==> config.mk <==
export PLATFORM = sky130hd
export DESIGN_NAME = seq_mac_multiplier
export DESIGN_NICKNAME = d
export VERILOG_FILES = /design/src/rtl/seq_mult_pkg.sv /design/src/rtl/mult_step.sv /design/src/rtl/seq_mac_multiplier.sv
export SDC_FILE = /design/constraint.sdc
export NUM_CORES = 1
export LEC_CHECK = 0
export CORE_MARGIN = 2
export CORE_UTILIZATION = 58
export DETAILED_ROUTE_END_ITERATION = 7
export HOLD_SLACK_MARGIN = 0.15
export PLACE_DENSITY = 0.86
export SETUP_SLACK_MARGIN = 0.3
export SYNTH_ARGS = -nofsm -noshare
export SYNTH_HDL_FRONTEND = slang
export SYNTH_SLANG_ARGS = --single-unit
==> constraint.sdc <==
create_clock -name clk -period 7.6 [get_ports clk]
set_clock_uncertainty 0.1 [all_clocks]
set_input_delay 1.52 -clock clk [delete_from_list [all_inputs] [get_ports clk]]
set_output_delay 1.52 -clock clk [all_outputs]
set_load 0.01 [all_outputs]
==> src/rtl/seq_mult_pkg.sv <==
`timescale 1ns/1ps
`default_nettype none
// +----------------------------------------------------------------------+
// | seq_mult_pkg: shared types and sizing helpers for seq_mac_multiplier |
// | Rev 1.0                                                              |
// +----------------------------------------------------------------------+
package seq_mult_pkg;

  typedef enum logic [1:0] {
    IDLE = 2'd0,
    CALC = 2'd1,
    DONE = 2'd2
  } state_t;

  function automatic int calc_pw(input int width, input int guard);
    return 2 * width + guard;
  endfunction

  function automatic int calc_cnt_w(input int width);
    return $clog2(width);
  endfunction

endpackage
`default_nettype wire

==> src/rtl/mult_step.sv <==
`timescale 1ns/1ps
`default_nettype none
// +----------------------------------------------------------------------+
// | mult_step: one shift-add partial-product step, acc +/- (md << shift) |
// | Rev 1.0                                                              |
// +----------------------------------------------------------------------+
module mult_step #(
  parameter int PW = 20,
  parameter int CW = 3
) (
  input  logic [PW-1:0] acc,
  input  logic [PW-1:0] md,
  input  logic [CW-1:0] shift,
  input  logic          add_en,
  input  logic          sub,
  output logic [PW-1:0] result
);

  logic [PW-1:0] addend;

  always_comb begin
    addend = md << shift;
    result = acc;
    if (add_en) begin
      result = sub ? (acc - addend) : (acc + addend);
    end
  end

endmodule
`default_nettype wire

==> src/rtl/seq_mac_multiplier.sv <==
`timescale 1ns/1ps
`default_nettype none
// +----------------------------------------------------------------------+
// | seq_mac_multiplier: iterative shift-add multiply/accumulate with     |
// | valid/ready handshakes. Define SEQ_MULT_SIGNED_EN for two's          |
// | complement operands. Rev 1.0                                         |
// +----------------------------------------------------------------------+
module seq_mac_multiplier
  import seq_mult_pkg::*;
#(
  parameter int WIDTH = 8,
  parameter int GUARD = 4
) (
  input  logic                       clk,
  input  logic                       rst_n,
  input  logic                       in_valid,
  output logic                       in_ready,
  input  logic [WIDTH-1:0]           multiplier,
  input  logic [WIDTH-1:0]           multiplicand,
  input  logic                       acc_en,
  output logic                       out_valid,
  input  logic                       out_ready,
  output logic [2*WIDTH+GUARD-1:0]   product,
  output logic                       busy
);

  localparam int PW = calc_pw(WIDTH, GUARD);
  localparam int CW = calc_cnt_w(WIDTH);

  state_t            state;
  state_t            state_nxt;
  logic [WIDTH-1:0]  mr;
  logic [PW-1:0]     md;
  logic [PW-1:0]     md_ext;
  logic [CW-1:0]     cnt;
  logic              last_step;
  logic              sub;
  logic [PW-1:0]     step_result;

  assign last_step = (cnt == CW'(WIDTH - 1));

`ifdef SEQ_MULT_SIGNED_EN
  assign md_ext = {{(PW - WIDTH){multiplicand[WIDTH-1]}}, multiplicand};
  // The MSB of a two's complement multiplier carries negative weight.
  assign sub    = last_step;
`else
  assign md_ext = {{(PW - WIDTH){1'b0}}, multiplicand};
  assign sub    = 1'b0;
`endif

  mult_step #(
    .PW (PW),
    .CW (CW)
  ) u_step (
    .acc    (product),
    .md     (md),
    .shift  (cnt),
    .add_en (mr[cnt]),
    .sub    (sub),
    .result (step_result)
  );

  always_ff @(posedge clk or negedge rst_n) begin
    if (!rst_n) begin
      state <= IDLE;
    end else begin
      state <= state_nxt;
    end
  end

  always_comb begin
    state_nxt = state;
    in_ready  = 1'b0;
    out_valid = 1'b0;
    busy      = 1'b1;
    case (state)
      IDLE: begin
        in_ready = 1'b1;
        busy     = 1'b0;
        if (in_valid) state_nxt = CALC;
      end
      CALC: begin
        if (last_step) state_nxt = DONE;
      end
      DONE: begin
        out_valid = 1'b1;
        if (out_ready) state_nxt = IDLE;
      end
      default: begin
        state_nxt = IDLE;
      end
    endcase
  end

  always_ff @(posedge clk or negedge rst_n) begin
    if (!rst_n) begin
      mr      <= '0;
      md      <= '0;
      cnt     <= '0;
      product <= '0;
    end else begin
      case (state)
        IDLE: begin
          if (in_valid) begin
            mr  <= multiplier;
            md  <= md_ext;
            cnt <= '0;
            if (!acc_en) product <= '0;
          end
        end
        CALC: begin
          product <= step_result;
          cnt     <= last_step ? '0 : cnt + CW'(1);
        end
        default: begin
        end
      endcase
    end
  end

endmodule
`default_nettype wire

# After elaboration in Yosys (flattened, before gate mapping)

Cells that the tools add are included.

Output and inout bits: 23
Input bits: 21
Register bits: 41

Add/sub/neg operators: 2
Order comparisons: 1
Mux-type cells: 16
Reductions and logical operators: 6
Equality and inequality tests: 8
Shifts and indexed selects: 1

Operators by type and width:

| cell                | number |
|---|---|
| $mux 20             | 3 |
| $pmux 20 s2         | 1 |
| $add 20x20->20      | 1 |
| $shl 8x3->20        | 1 |
| $ne 2x2->1 const B  | 4 |
| $mux 2              | 3 |
| $mux 3              | 2 |
| $pmux 2 s3          | 1 |
| $pmux 3 s2          | 1 |
| $lt 3x4->1 const B  | 1 |
| $mux 1              | 4 |
| $reduce_and 2->1    | 2 |
| $reduce_and 4->1    | 1 |
| $add 3x1->3 const B | 1 |
| $bmux 1 s3          | 1 |
| $eq 3x3->1 const B  | 1 |
| $reduce_and 3->1    | 1 |
| $eq 2x1->1 const B  | 1 |
| $eq 2x2->1 const B  | 1 |
| $logic_not 2->1     | 1 |
| $ne 2x1->1 const B  | 1 |
| $reduce_bool 2->1   | 1 |

# Longest topological paths before layout

Gate-level depths: netlist of the first run.

Depth after elaboration: 4
Depth in mapped cells: 14
Mapped depth without buffers: 13

# Hierarchy

A second synthesis of the first run with hierarchy kept.

Cell total of the unflattened synthesis: 445
Area total of the unflattened synthesis: 4300.4 µm²

By module, submodules not included:

| module             | cells each | area an instance (µm²) | seq. area each (µm²) | instances |
|---|---|---|---|---|
| mult_step          | 340        | 2640.0                 | 0.0                  | 1 |
| seq_mac_multiplier | 105        | 1660.3                 | 1026.0               | 1 |

# Least setup slack after synthesis of the first run

No wires, ideal clock.

Kind: register to register
From: register cnt[1]
To: register product[18]
Cell stages (with the launch flop): 13
Required time: 7.375 ns
Buffers on the path: 1
Setup time: 0.125 ns
Arrival: 2.947 ns
Clock period less this slack: 3.172 ns
Path slack: 4.428 ns
Cell sequence: dfrtp_1 > buf_1 > mux2i_1 > mux2_2 > o22ai_1 > ha_1 > and3_2 > a221oi_2 > o311ai_2 > a221o_1 > nand4_1 > xor2_1 > nor2_1

Word-level cells in the longest chain between the ends: 4
Elaborated cells on any way between the ends: 8

Ends and longest elaborated chain:

| item                                            | RTL line                                  | text |
|---|---|---|
| start: declaration                              | seq_mac_multiplier.sv:35                  | `logic [CW-1:0] cnt;` |
| start signal: assignment                        | seq_mac_multiplier.sv:113                 | `cnt <= last_step ? '0 : cnt + CW'(1);` |
| $shl 8x3->20 or $bmux 1 s3 (tied branches)      | mult_step.sv:22, seq_mac_multiplier.sv:58 |  |
| $add 20x20->20 or $mux 1 (tied branches)        | mult_step.sv:25, seq_mac_multiplier.sv:58 |  |
| $mux 20 or $ne 2x1->1 (tied branches)           | -                                         |  |
| $pmux 20 s2 or $reduce_and 4->1 (tied branches) | -                                         |  |
| end signal: assignment                          | seq_mac_multiplier.sv:112                 | `product <= step_result;` |
| end: declaration                                | seq_mac_multiplier.sv:23                  | `output logic [2*WIDTH+GUARD-1:0] product,` |

Parallel ways exist; a longest one is shown, timed or not. The select of a mux whose other input is x is not followed.
A chain may end at the register's enable or synchronous reset.

# Final worst setup path of the first run

From: register cnt[1]
To: register product[13]

Same word-level chain as after synthesis.

==> results.yml, run 1 <==
status:
  outcome: "completed"
cts:
  clockBufferDepth: 2
  ctsRootBufferMaster: "clkbuf_8"
  ctsResizeCount: 0
  postCtsSetupBuffers: 0
  hold_buffers: 0
  cts_tree: "done"
  cts_max_level: 2
  cts.clk_slew.worst_paths_ps: 90
  cts_buffers: 5
  insertion_delay_ps: 300
  cts_sinks: 41
synthesis:
  ys_top_cells_by_area: "dfrtp_1 (38%), mux2_2 (8.7%), ha_1 (7.8%), nand2_1 (5.5%), mux2i_1 (4.4%)"
  yosysTopAreaCellShare_pct: 37.7
  synth_flop_cell: "dfrtp_1"
  synthArstFlopShare_pct: 100
  yosys_warnings: 0
  syn_avg_cell_area_um2: 9.72
  syn_area_um2: 2720
  yosysMostFrequentCell: "dfrtp_1"
  syn_nets: 319
  synth_cell_type_count: 48
  syn_inst: 280
  ys_top_cells_by_count: "dfrtp_1 (41), nand2_1 (40), mux2_2 (21)"
  ys_seq_elements: 41
  synth_edf_count: 0
  yosys.area.top_type: "dfrtp_1"
  ys_seq_area_share_pct: 37.7
die:
  die_x_um: 72.5
  core_area_um2: 4440
  die-area_um2: 5260
  fp.dieH_um: 72.5
  rows: 24
  boundaryPins: 44
  initial_utilization_pct: 61.2
job:
  maxCapViolCount: 0
power:
  irDropWorstVdd_v: 0.000231
  p_per_area_nw_per_um2: 517
  total_power_uw: 1690
  p_leak_uw: 0.00142
routing:
  antenna_left: 0
  avgRoutedWirePerCell_um: 16.5
  drt_first_pass_iters: 4
  drt-initial-drc-count: 213
  route.detailed.drc: 0
  vias: 2211
  wirelength_mm: 6.11
  avgViaCountPerCell: 5.96
setup_path:
  criticalPathCategory: "flop to flop"
  endpoint_kind: "flop"
  required_ps: 7660
  arrival_ps: 3580
  crit_path_max_fanout: 14
  cp-start-kind: "flop"
finish:
  diodes: 0
  drive_gt1_share_pct: 13.2
  fin_nets: 357
  synthToLayoutAreaGrowth_pct: 20.0
global_route:
  grt_remaining_overflow: 0
  antenna_found_initial: 0
  grt_pass1_vias: 2145
  grt_pass1_wl_mm: 9.89
  grt_usage_pct: 24.5
  grt_start_max_net_pins: 42
placed_design:
  port_buffers: 43
  hpwl_mm: 4.52
  routabilityCongestion: 0.878
timing:
  worst_slew_margin_rel_pct: 39.4
  finalSetupTns_ps: 0
  setup_viol_count_final: 0
  hold_viol: 0
  period_minus_slack_ps: 3530
  slew_violations: 0
  post-route-period-util_pct: 46.4
  worstMarginPinSlew_ps: 908
  fmax_mhz: 284
  rsz0062_at_grt: "no"
worst_hold_path:
  hold_path_class: "flop to flop"
## flip-flops by register name, summed over array words and instances, names as in the netlist
register / cells
state: 2
mr: 8
cnt: 3
product: 20
md: 8
## kinds of logic (layout without fill, tap and decap cells)
family / Yosys count / in the layout / synth area share [%]
buf+inv: 23 / 62 / 3.68
flops: 41 / 41 / 37.7
simple gates: 84 / 84 / 14.3
xor+xnor: 13 / 13 / 4.18
fa+ha+maj: 18 / 18 / 8.55
compound gates: 66 / 66 / 16.8
mux: 35 / 35 / 14.8
## where the power goes
part | switching (µW) | internal, µW
clock network | 80.1 | 98.6
registers | 115 | 318
logic | 574 | 504
## critical path, cell delays in order, from the launching register on
cell and delay, ps:
dfrtp_1 700, mux2_2 410, nand2_1 70, o21ai_0 120, nor2_1 120, a21oi_1 60
ha_1 380, a21oi_1 350, nand2_1 130, o41ai_1 270, nor2_1 130, a41oi_1 260
xor2_1 180, mux2i_1 90
## cells in the final DEF, fill, tap and decap left out, types with 2 or more instances in the layout
cell	synthesis	layout
inv_1	11	11
o22ai_1	4	4
nor2_2	2	2
a21oi_1	13	13
xor2_1	5	5
o211ai_1	3	3
o31ai_1	7	7
nand3_1	8	8
dfrtp_1	41	41
o21ai_0	17	17
a22o_1	3	3
nand2b_1	3	3
nor2_1	14	14
clkdlybuf4s50_1	0	42
nor3_1	2	2
o21bai_1	2	2
a21o_1	5	5
mux4_2	2	2
nand2_1	40	40
a221oi_2	2	2
nor2b_1	2	2
mux2i_1	12	12
and3_1	3	3
and2_1	3	3
xnor2_1	8	8
clkbuf_8	0	5
ha_1	17	17
mux2_2	21	21
## per-stage QoR
stage	instances	hold WS, ps	utilization, %	setup slack (ps)	cell area, µm²
final	371	409	73.5	4070	3260
after global placement	363	387	70.9	4070	3150
after CTS	371	412	73.5	4110	3260
after global routing	371	426	73.5	3790	3260
after floorplan	280	375	-	4430	2720
after detailed placement	363	394	70.9	4040	3150
## layout make-up
type | instances | area (µm²)
well taps | 52 | 65.1
clock buffers | 6 | 72.6
multi-input cells | 216 | 1600
clock inverters | 2 | 38.8
flip-flops and latches | 41 | 1030
repair buffers | 43 | 425
inverters | 11 | 41.3
fillers | 331 | 1180
## metal layers
metal	wire, µm	track usage [%]
met1	2690	30.8
met2	3020	42.0
met3	258	4.72
met4	136	9.05
met5	0	0
## final timing paths
check / depth (start not counted) / slack, ps / startpoint / to
max in group asynchronous: 1 / 5580 / rst_n / mr[1]$_DFFE_PN0P_
worst max-delay path: 13 / 4070 / cnt[1]$_DFFE_PN0P_ / product[13]$_DFFE_PN0P_
worst max register to register: 13 / 4070 / cnt[1]$_DFFE_PN0P_ / product[13]$_DFFE_PN0P_
min in group asynchronous: 1 / 1230 / rst_n / state[1]$_DFFE_PN0P_
worst min register to register: 1 / 410 / mr[6]$_DFFE_PN0P_ / mr[6]$_DFFE_PN0P_
worst min-delay path: 1 / 410 / mr[6]$_DFFE_PN0P_ / mr[6]$_DFFE_PN0P_
Power figures use the tool's default switching activity.
==> run 2: changes to the inputs <==
--- a/config.mk
+++ b/config.mk
@@ -6,10 +6,10 @@
 export NUM_CORES = 1
 export LEC_CHECK = 0
 export CORE_MARGIN = 2
-export CORE_UTILIZATION = 58
+export CORE_UTILIZATION = 49
 export DETAILED_ROUTE_END_ITERATION = 7
 export HOLD_SLACK_MARGIN = 0.15
-export PLACE_DENSITY = 0.86
+export PLACE_DENSITY = 0.77
 export SETUP_SLACK_MARGIN = 0.3
 export SYNTH_ARGS = -nofsm -noshare
 export SYNTH_HDL_FRONTEND = slang
==> constraint.sdc (replaced) <==
create_clock -name clk -period 3 [get_ports clk]
set_clock_uncertainty 0.1 [all_clocks]
set_input_delay 0.6 -clock clk [delete_from_list [all_inputs] [get_ports clk]]
set_output_delay 0.6 -clock clk [all_outputs]
set_load 0.01 [all_outputs]
==> results.yml, run 2 (same netlist as run 1, synthesis figures left out) <==
placed_design:
  dp_slack_ps: -145
  routabilityCongestion: 0.943
  hpwl_mm: 4.86
  place_area_um2: 3410
  port_buffers: 43
cts:
  cts_sinks: 41
  cts_max_level: 2
  insertion_delay_ps: 300
  ctsRootBufferMaster: "clkbuf_8"
  cts_buffers: 5
  cts.clk_slew.worst_paths_ps: 90
  hold_buffers: 0
  cts_tree: "done"
  clockBufferDepth: 2
routing:
  route.detailed.drc: 0
  avgRoutedWirePerCell_um: 16.6
  wirelength_mm: 7.03
  drt-initial-drc-count: 146
  antenna_left: 0
  avgViaCountPerCell: 5.69
  drt_first_pass_iters: 4
  vias: 2406
setup_path:
  cp.buffers_inverters: 2
  critPathTopFamily: "compound AO/OA/AOI/OAI gates"
  arrival_ps: 3170
  ff2ff_path_depth: 12
  worst_path_max_delay_cell: "dfrtp_2"
  crit_path_max_fanout: 8
  cp-start-kind: "flop"
  criticalPathCategory: "flop to flop"
  slowest_delay_ps: 500
  required_ps: 3080
  endpoint_kind: "flop"
  cp_cell_sequence: "buf_6, mux2i_2, mux2_4, o22ai_4, ha_4, buf_6, a221oi_4, o311ai_4, a221o_1, nand4_1, xor2_1, nor2_1"
  crit_cells: 12
  crit_top_cell: "buf_6"
finish:
  synthToLayoutAreaGrowth_pct: 40.6
  drive_gt1_share_pct: 31.1
  top_register: "product"
  diodes: 0
  fillCellCount: 379
  regArea_um2: 1030
  mostFrequentLayoutCell: "clkdlybuf4s50_1"
  fin_nets: 389
  multiInputGateArea_um2: 1900
  final_area_um2: 3820
  final_cell_mix: "clkdlybuf4s50_1 (42), nand2_1 (40), dfrtp_1 (39)"
  largest_reg_flops: 20
  top_regs: "product (20), md (8), mr (8)"
global_route:
  grt_start_max_net_pins: 42
  grt_usage_pct: 23.1
  grt_remaining_overflow: 0
  antenna_found_initial: 0
  grt_pass1_vias: 2462
  grt_pass1_wl_mm: 11.4
die:
  boundaryPins: 44
  initial_utilization_pct: 50.0
  die-area_um2: 6170
  core_area_um2: 5440
  fp.dieH_um: 78.5
  die_x_um: 78.5
  rows: 27
timing:
  fmax_mhz: 324
  setup_viol_count_final: 5
  post-route-period-util_pct: 103
  period_minus_slack_ps: 3090
  worst_slew_margin_rel_pct: 39.6
  rsz0062_at_grt: "yes"
  hold_viol: 0
  slew_violations: 0
  holdWs_ps: 316
  layout_setup_ws_ps: -86.3
  worstMarginPinSlew_ps: 906
status:
  outcome: "complete, but fails checks"
  violations: "setup timing"
job:
  maxCapViolCount: 0
worst_hold_path:
  hold_path_class: "input port to asynchronous set/reset pin"
## run 2: changes by cell type in the layout (fill, tap and decap cells not counted), moves of 3 or more
cell	before	now
mux2i_2	0	6
ha_1	17	11
ha_4	0	6
buf_6	0	3
mux2i_1	12	6
o21ai_1	0	6
o21ai_0	17	9
a21oi_1	13	7
a21oi_2	0	5
buf_4	0	29
## run 2: final cells by class
cell class / instances / share of cell area (%)
multi-input combinational: 216 / 49.7
sequential: 41 / 26.9
timing repair buffer: 75 / 17.7
tap: 72 / 2.36
clock buffer: 6 / 1.90
inverter: 11 / 1.08
clock inverter: 2 / 0.393
## run 2: path summary, 6_finish.rpt
| check | end | start | slack [ps] |
|---|---|---|---|
| worst max-delay path | product[18]$_DFFE_PN0P_ | cnt[1]$_DFFE_PN0P_ | -90 |
| worst min-delay path | product[10]$_DFFE_PN0P_ | rst_n | 320 |
| worst max register to register | product[18]$_DFFE_PN0P_ | cnt[1]$_DFFE_PN0P_ | -90 |
| worst min register to register | mr[0]$_DFFE_PN0P_ | mr[0]$_DFFE_PN0P_ | 410 |
| max in group asynchronous | cnt[0]$_DFFE_PN0P_ | rst_n | 1860 |
| min in group clk | mr[0]$_DFFE_PN0P_ | mr[0]$_DFFE_PN0P_ | 410 |
## run 2: layer usage
| metal | global-route usage (%) | wire [µm] |
|---|---|---|
| met2 | 38.7 | 3420 |
| met5 | 0 | 0 |
| met4 | 8.25 | 220 |
| met3 | 3.56 | 329 |
| met1 | 30.4 | 3060 |
## run 2: worst register-to-register path, cell delays in order (launching register included)
cell	delay (ps)
dfrtp_2	500
buf_6	150
mux2i_2	140
mux2_4	310
o22ai_4	210
ha_4	240
buf_6	130
a221oi_4	350
o311ai_4	150
a221o_1	350
nand4_1	120
xor2_1	150
nor2_1	50
## run 2: per-stage QoR
step | utilization (%) | TNS, ps | instances
2_1_floorplan | - | 0 | 280
3_3_place_gp | 62.7 | -2.95 | 408
3_5_place_dp | 62.7 | -644 | 408
4_1_cts | 66.1 | -84.5 | 418
5_1_grt | 70.3 | -1070 | 423
6_report | 70.3 | -237 | 423
## run 2: timing repair
| action | in CTS | in global routing |
|---|---|---|
| endpoints found under the hold margin | 0 | 0 |
| setup endpoints to repair | 15 | 15 |
| setup buffers | 2 | 5 |
| pin swaps | 15 | 24 |
| resized for setup | 15 | 43 |
Power of run 2 is left out: the tool's default activity adds up to more than one toggle a clock period on the data nets, which glitch-free logic cannot reach.
==> run 3: changes to the inputs <==
--- a/config.mk
+++ b/config.mk
@@ -6,10 +6,10 @@
 export NUM_CORES = 1
 export LEC_CHECK = 0
 export CORE_MARGIN = 2
-export CORE_UTILIZATION = 49
+export CORE_UTILIZATION = 54
 export DETAILED_ROUTE_END_ITERATION = 7
 export HOLD_SLACK_MARGIN = 0.15
-export PLACE_DENSITY = 0.77
+export PLACE_DENSITY = 0.8
 export SETUP_SLACK_MARGIN = 0.3
 export SYNTH_ARGS = -nofsm -noshare
 export SYNTH_HDL_FRONTEND = slang
==> constraint.sdc (replaced) <==
create_clock -name clk -period 3.5 [get_ports clk]
set_clock_uncertainty 0.1 [all_clocks]
set_input_delay 0.7 -clock clk [delete_from_list [all_inputs] [get_ports clk]]
set_output_delay 0.7 -clock clk [all_outputs]
set_load 0.01 [all_outputs]
==> results.yml, run 3 (same netlist as run 1, synthesis figures left out) <==
status:
  outcome: "completed"
setup_path:
  criticalPathCategory: "flop to flop"
  crit_path_max_fanout: 8
  arrival_ps: 3270
  cp-start-kind: "flop"
  endpoint_kind: "flop"
  required_ps: 3630
die:
  core_area_um2: 4790
  rows: 25
  boundaryPins: 44
  fp.dieH_um: 75.0
  initial_utilization_pct: 56.9
  die-area_um2: 5620
  die_x_um: 75.0
power:
  pwr-share-seq_pct: 23.7
  comb_power_share_pct: 68.0
  p_per_area_nw_per_um2: 1130
  switching_power_uw: 1780
  pwr-share-clk_pct: 8.3
  irDropWorstVdd_v: 0.000552
  p_leak_uw: 0.00148
  p_int_uw: 2070
  switching_share_pct: 46.2
routing:
  vias: 2224
  drt_first_pass_iters: 4
  wirelength_mm: 6.22
  avgViaCountPerCell: 5.62
  avgRoutedWirePerCell_um: 15.7
  antenna_left: 0
  route.detailed.drc: 0
  drt-initial-drc-count: 145
placed_design:
  port_buffers: 43
  dp_slack_ps: 108
  place_area_um2: 3220
  hpwl_mm: 4.43
  routabilityCongestion: 0.884
finish:
  largest_reg_flops: 20
  diodes: 0
  final_area_um2: 3410
  fillCellCount: 379
  regArea_um2: 1030
  top_register: "product"
  mostFrequentLayoutCell: "clkdlybuf4s50_1"
  drive_gt1_share_pct: 19.1
  fin_nets: 367
  final_cell_mix: "clkdlybuf4s50_1 (42), nand2_1 (40), dfrtp_1 (38)"
  multiInputGateArea_um2: 1670
  synthToLayoutAreaGrowth_pct: 25.4
  top_regs: "product (20), md (8), mr (8)"
cts:
  insertion_delay_ps: 300
  cts_tree: "done"
  cts.clk_slew.worst_paths_ps: 90
  cts_sinks: 41
  cts_max_level: 2
  ctsRootBufferMaster: "clkbuf_8"
  clockBufferDepth: 2
  cts_buffers: 5
global_route:
  grt_pass1_wl_mm: 9.81
  grt_start_max_net_pins: 42
  grt_pass1_vias: 2098
  antenna_found_initial: 0
  grt_remaining_overflow: 0
  grt_usage_pct: 23.0
worst_hold_path:
  hold_path_class: "flop to flop"
timing:
  worst_slew_margin_rel_pct: 38.5
  fmax_mhz: 318
  worstMarginPinSlew_ps: 923
  hold_viol: 0
  layout_setup_ws_ps: 357
  setup_viol_count_final: 0
  post-route-period-util_pct: 89.8
  finalSetupTns_ps: 0
  rsz0062_at_grt: "yes"
  period_minus_slack_ps: 3140
  slew_violations: 0
job:
  maxCapViolCount: 0
[run 3: cell types whose count changed in the layout (fill, tap and decap cells not counted), sizes merged]
cell,delta
buf,-22
clkinv,+3
clkinvlp,-2
clkbuf,-1
[run 3: final timing paths]
check	start	to	cells past startpoint	slack, ps
max	cnt[1]$_DFFE_PN0P_	product[19]$_DFFE_PN0P_	11	360
min	mr[6]$_DFFE_PN0P_	mr[6]$_DFFE_PN0P_	1	410
max reg2reg	cnt[1]$_DFFE_PN0P_	product[19]$_DFFE_PN0P_	11	360
min reg2reg	mr[6]$_DFFE_PN0P_	mr[6]$_DFFE_PN0P_	1	410
max in group asynchronous	rst_n	cnt[0]$_DFFE_PN0P_	1	2230
min in group asynchronous	rst_n	mr[2]$_DFFE_PN0P_	1	420
[run 3: worst max-delay path, cell delays in order (launching register included)]
cell,delay [ps]
dfrtp_2,480
buf_4,190
mux2i_1,240
nand2_1,80
o21ai_0,130
mux2i_1,150
ha_1,410
nand3_1,190
o221ai_2,290
a221oi_4,140
or4_1,520
a21oi_1,150
[run 3: per-layer routing]
layer  GRT usage (%)  share of wire (%)  vias up
met5               0                  0        -
met4            5.56                2.2        0
met2            37.1                 46       52
met3            3.75                3.5       12
met1            32.4                 48     1055
li1                -                  -     1105
[run 3: power by group through the flow]
stage               combinational, µW  sequential (µW)  clock (µW)
global route                     2880              948         350
finish                           2620              912         320
detailed placement               2380              923           0
global placement                 2340              915           0
CTS                              2460              906         327
floorplan                        1810              867           0
[run 3: final cells by class]
class | count | share of cell area, %
clock buffers | 5 | 2.02
repair buffers | 53 | 14.7
multi-input cells | 216 | 48.8
flip-flops and latches | 41 | 30.2
clock inverters | 3 | 0.660
inverters | 11 | 1.21
well taps | 67 | 2.46
[run 3: stage by stage]
| stage | hold WS, ps | util [%] | total power, µW | instances |
|---|---|---|---|---|
| after floorplan | 304 | - | 2680 | 280 |
| after global placement | 386 | 67.2 | 3250 | 384 |
| after detailed placement | 394 | 67.2 | 3300 | 384 |
| after CTS | 415 | 69.8 | 3700 | 394 |
| after global routing | 448 | 71.3 | 4170 | 396 |
| final | 409 | 71.3 | 3850 | 396 |
[run 3: repair_timing]
| item | CTS | global route |
|---|---|---|
| resized for setup | 3 | 12 |
| setup endpoints to repair | 8 | 7 |
| hold endpoints to repair | 0 | 0 |
| buffers inserted | 2 | 2 |
| pin swaps | 0 | 3 |
| hold buffers | 0 | 0 |
